<file path="src/rtl/pipelined_add_sub.sv">
// Pipelined N-bit adder/subtractor: the carry chain is split into STAGES chunks, one per stage,
// with a valid/ready handshake, optional signed saturation and registered status flags.
module pipelined_add_sub #(
    parameter int unsigned N      = 32,
    parameter int unsigned STAGES = 4,
    parameter int unsigned SAT    = 0
) (
    input  logic         clk,
    input  logic         rst_n,
    input  logic         in_valid,
    output logic         in_ready,
    input  logic [N-1:0] a,
    input  logic [N-1:0] b,
    input  logic         cin,
    input  logic         sub,
    output logic         out_valid,
    input  logic         out_ready,
    output logic [N-1:0] sum,
    output logic         cout,
    output logic         ovf,
    output logic         zero,
    output logic         neg
);

    localparam int unsigned W = N / STAGES;

    logic              adv;
    logic [N-1:0]      st_a [STAGES];
    logic [N-1:0]      st_b [STAGES];
    logic [N-1:0]      st_r [STAGES];
    logic [STAGES-1:0] st_c;
    logic [STAGES-1:0] st_v;

    // The whole pipeline moves in lockstep; a stalled output freezes every stage.
    assign adv      = !out_valid || out_ready;
    assign in_ready = adv;

    assign st_a[0] = a;
    assign st_b[0] = sub ? ~b : b;
    assign st_r[0] = '0;
    assign st_c[0] = sub ? ~cin : cin;
    assign st_v[0] = in_valid;

    for (genvar k = 0; k < STAGES; k++) begin : g_stage
        logic [W:0]   chunk;
        logic [N-1:0] raw;

        assign chunk = {1'b0, st_a[k][k*W +: W]} + {1'b0, st_b[k][k*W +: W]}
                     + {{W{1'b0}}, st_c[k]};

        always_comb begin
            raw              = st_r[k];
            raw[k*W +: W]    = chunk[W-1:0];
        end

        if (k < STAGES - 1) begin : g_mid
            logic [N-1:0] a_q, b_q, r_q;
            logic         c_q, v_q;

            // Operands travel with the beat so higher chunks meet their carry one stage later.
            always_ff @(posedge clk or negedge rst_n) begin
                if (!rst_n) begin
                    a_q <= '0;
                    b_q <= '0;
                    r_q <= '0;
                    c_q <= 1'b0;
                    v_q <= 1'b0;
                end else if (adv) begin
                    a_q <= st_a[k];
                    b_q <= st_b[k];
                    r_q <= raw;
                    c_q <= chunk[W];
                    v_q <= st_v[k];
                end
            end

            assign st_a[k+1] = a_q;
            assign st_b[k+1] = b_q;
            assign st_r[k+1] = r_q;
            assign st_c[k+1] = c_q;
            assign st_v[k+1] = v_q;
        end else begin : g_last
            logic         ovf_c;
            logic [N-1:0] sum_c;

            assign ovf_c = (st_a[k][N-1] == st_b[k][N-1]) && (raw[N-1] != st_a[k][N-1]);

            always_comb begin
                sum_c = raw;
                if (SAT != 0 && ovf_c) begin
                    sum_c = st_a[k][N-1] ? {1'b1, {(N-1){1'b0}}} : {1'b0, {(N-1){1'b1}}};
                end
            end

            always_ff @(posedge clk or negedge rst_n) begin
                if (!rst_n) begin
                    out_valid <= 1'b0;
                    sum       <= '0;
                    cout      <= 1'b0;
                    ovf       <= 1'b0;
                    zero      <= 1'b0;
                    neg       <= 1'b0;
                end else if (adv) begin
                    out_valid <= st_v[k];
                    sum       <= sum_c;
                    cout      <= chunk[W];
                    ovf       <= ovf_c;
                    zero      <= (sum_c == '0);
                    neg       <= sum_c[N-1];
                end
            end
        end
    end

endmodule

</file>
<file path="config.mk">
export PLATFORM = sky130hd
export DESIGN_NAME = pipelined_add_sub
export DESIGN_NICKNAME = d
export VERILOG_FILES = /design/src/rtl/pipelined_add_sub.sv
export SDC_FILE = /design/constraint.sdc
export NUM_CORES = 1
export LEC_CHECK = 0
export ABC_AREA = 1
export BUFFER_PORTS_ARGS = -buffer_cell sky130_fd_sc_hd__buf_4
export CAP_MARGIN = 20
export CORE_ASPECT_RATIO = 1.1
export CORE_MARGIN = 2
export CORE_UTILIZATION = 52
export CTS_CLUSTER_DIAMETER = 30
export CTS_CLUSTER_SIZE = 28
export DETAILED_ROUTE_END_ITERATION = 8
export PLACE_DENSITY = 0.76
export SYNTH_ARGS = -nofsm -noshare
export SYNTH_HDL_FRONTEND = slang
export SYNTH_SLANG_ARGS = --single-unit
</file>
<file path="constraint.sdc">
create_clock -name clk -period 1.9 [get_ports clk]
set_input_delay 0.095 -clock clk [delete_from_list [all_inputs] [get_ports clk]]
set_output_delay 0.095 -clock clk [all_outputs]
set_load 0.005 [all_outputs]
</file>
==> results.sh <==
export IMPL_status="finished, final reports clean"
export IMPL_die_h_um=139
export IMPL_overflow=0
export IMPL_worstMarginPinSlew_ns=0.464
export IMPL_multiInputGateArea_um2=3500
export IMPL_ys_ff_latch=186
export IMPL_cpMaxStageDelayCell="fa_2"
export IMPL_drv_cap=0
export IMPL_crit_chain="fa_2 > inv_2 > fa_1 > nand2_1 > nor2_1 > nand3_1 > nor2_1 > nand2_1 > nor2_2 > nand3_1 > nand2_1"
export IMPL_crit_fanout=2
export IMPL_synth_area_um2=8640
export IMPL_dp_cells=1266
export IMPL_final_cell_mix="nand2_1, dfrtp_1, buf_4, o21ai_0, inv_1"
export IMPL_yosysTopAreaCell="dfrtp_1"
export IMPL_setup_viol=0
export IMPL_area_growth_syn_to_layout_pct=24.1
export IMPL_wl_um=17900
export IMPL_htreeDepth=4
export IMPL_place_gp_congestion=0.860
export IMPL_final_common_cell="nand2_1"
export IMPL_p_per_area_nw_per_um2=1560
export IMPL_hold_path_class="in -> reg"
export IMPL_worstPathArrival_ns=2.19
export IMPL_synth_area_top_cells="dfrtp_1, nand2_1, o21ai_0"
export IMPL_grt_start_max_net_pins=82
export IMPL_syn_nets=1090
export IMPL_end_kind="flop"
export IMPL_route_vias_total=6769
export IMPL_async_reset_ff_share_pct=100
export IMPL_start_util_pct=53.0
export IMPL_fin_hold_ws_ns=0.0201
export IMPL_instances_no_fill=1348
export IMPL_hold_violations=0
export IMPL_synth_cells=984
export IMPL_fmax_mhz=535
export IMPL_drc=0
export IMPL_cts_buffers=17
export IMPL_clk_path_buf_depth=2
export IMPL_grt_pass1_vias=6556
export IMPL_rows=49
export IMPL_hpwl_um=12100
export IMPL_seqCellArea_um2=4650
export IMPL_cts_root_buf="clkbuf_16"
export IMPL_insertion_delay_ns=0.44
export IMPL_dieArea_um2=17700
export IMPL_diodes=0
export IMPL_relSlewSlack_pct=69.1
export IMPL_final_max_slew_viol_count=0
export IMPL_core_um2=16300
export IMPL_antenna_found_initial=0
export IMPL_fin_nets=1237
export IMPL_yosysWarnings=0
export IMPL_grt_pass1_wl_um=30800
export IMPL_ant_nets=0
export IMPL_postSynth_topFlopCell="dfrtp_1"
export IMPL_ir_drop_v=0.000906
export IMPL_avgRoutedWirePerCell_um=13.3
export IMPL_p_leak_nw=5.42
export IMPL_dr_pass1_iters=5
export IMPL_drive_above_1_share_pct=16.6
export IMPL_port_buffers=107
export IMPL_drt_vias_per_instance=5.02
export IMPL_criticalPathCategory="reg -> reg"
export IMPL_rsz0062_at_grt="yes"
export IMPL_num_io_pins=108
export IMPL_p_total_mw=16.7
export IMPL_synth_top_area_share_pct=53.9
export IMPL_fin_worst_skew_ns=0.00941
export IMPL_cpPeakStageDelay_ns=0.41
export IMPL_avgSynthCellArea_um2=8.78
export IMPL_die_x_um=127
export IMPL_first_iter_violations=480
export IMPL_fillCellCount=1327
export IMPL_clk_pin_slew_worst_paths_ns=0.06
export IMPL_path_common_cell="nand2_1"
export IMPL_period_minus_slack_ns=1.87
export IMPL_clock_sinks=186
export IMPL_yosysSeqAreaShare_pct=53.9
export IMPL_cts_tree="yes"
export IMPL_ys_types=32
export IMPL_cp_start_kind="flop"
export IMPL_period_share_pct=98.4
export IMPL_track_usage_pct=21.6
export IMPL_required_ns=2.22
export IMPL_synth_edf_count=0
through the flow:
stage          utilization (%)  worst slack (ns)  cell area, um^2  setup TNS [ns]
2_1_floorplan                -            0.0415             8650               0
3_3_place_gp              59.2            0.0335             9660               0
3_5_place_dp              59.2           -0.0282             9660         -0.0282
4_1_cts                   65.6           0.00507            10700               0
5_1_grt                   65.8            -0.115            10700          -0.130
6_report                  65.8            0.0298            10700               0
synth_stat cells, types with 2 or more instances:
master / n
o21bai_1: 3
or2_2: 2
inv_2: 3
nand2_2: 7
nand3_1: 19
nand4_1: 9
nand3_2: 2
xnor2_1: 29
a31oi_1: 11
o21a_1: 2
a21oi_1: 14
inv_1: 69
dfrtp_1: 186
clkbuf_1: 9
xor2_1: 14
buf_4: 12
nor2_1: 35
buf_2: 24
ha_1: 28
fa_1: 8
nand2_1: 374
o21ai_0: 105
o21ai_1: 6
a21oi_2: 2
nand3b_1: 4
where the power goes:
group | internal, mW | total (mW) | switching (mW)
clock network | 1.75 | 3.30 | 1.54
registers | 5.72 | 6.72 | 1.00
logic | 2.85 | 6.68 | 3.82
flip-flops by register name, indices dropped and copies added (netlist names):
register and cells:
g_stage.g_mid.a_q 48, g_stage.g_mid.b_q 48, g_stage.g_mid.r_q 48, sum 32, g_stage.g_mid.c_q 3, g_stage.g_mid.v_q 3
cout 1, out_valid 1, ovf 1, zero 1
logic make-up after synthesis:
group | Yosys count | synth area share, %
AND/OR/NAND/NOR | 455 | 20.9
flip-flops | 186 | 53.9
AO/OA/AOI/OAI | 146 | 8.95
buffers and inverters | 118 | 5.99
XOR/XNOR | 43 | 4.36
adder cells (fa/ha/maj) | 36 | 5.91
per-layer routing:
metal | wire (um) | GRT usage [%] | part of all wire [%] | up-vias
li1 | - | - | - | 3413
met1 | 8150 | 28.7 | 46 | 3192
met2 | 8750 | 35.8 | 49 | 133
met3 | 568 | 3.54 | 3.2 | 31
met4 | 428 | 8.44 | 2.4 | 0
met5 | 0 | 0 | 0 | -
area by class of cell:
cell class / instances / share of cell area (%)
Multi-Input combinational cell: 680 / 32.7
Tap cell: 204 / 2.38
Sequential cell: 186 / 43.4
Clock buffer: 20 / 4.26
Inverter: 73 / 2.60
Clock inverter: 12 / 0.851
Timing Repair Buffer: 173 / 13.9
repair_timing:
action                                  in CTS  in global routing
hold buffers                                48                  0
endpoints found under the hold margin       94                  0
endpoints found under the setup margin       1                  4
resized for setup                            1                 13
pin swaps                                    0                  4
buffers inserted                             0                  2
worst max-delay path: cells and delay by family (launching register included):
kind                       cells  cell delay (ns)
DFF                            1             0.40
and+or+nand+nor                8             0.47
adders and majority gates      2             0.81
buffers and inverters          1             0.06
path summary, 6_finish.rpt:
check	startpoint	endpoint	slack, ns	cells past startpoint
setup / recovery	g_stage[2].g_mid.a_q[24]$_DFFE_PN0P_	zero$_DFFE_PN0P_	0.03	11
hold / removal	b[29]	g_stage[0].g_mid.b_q[29]$_DFFE_PN0P_	0.02	3
setup reg to reg	g_stage[2].g_mid.a_q[24]$_DFFE_PN0P_	zero$_DFFE_PN0P_	0.03	11
hold reg to reg	g_stage[2].g_mid.v_q$_DFFE_PN0P_	out_valid$_DFFE_PN0P_	0.46	2
max in group asynchronous	rst_n	g_stage[2].g_mid.r_q[4]$_DFFE_PN0P_	0.94	3
min in group asynchronous	rst_n	g_stage[0].g_mid.a_q[18]$_DFFE_PN0P_	0.16	2
(Power assumes the default switching activity.)
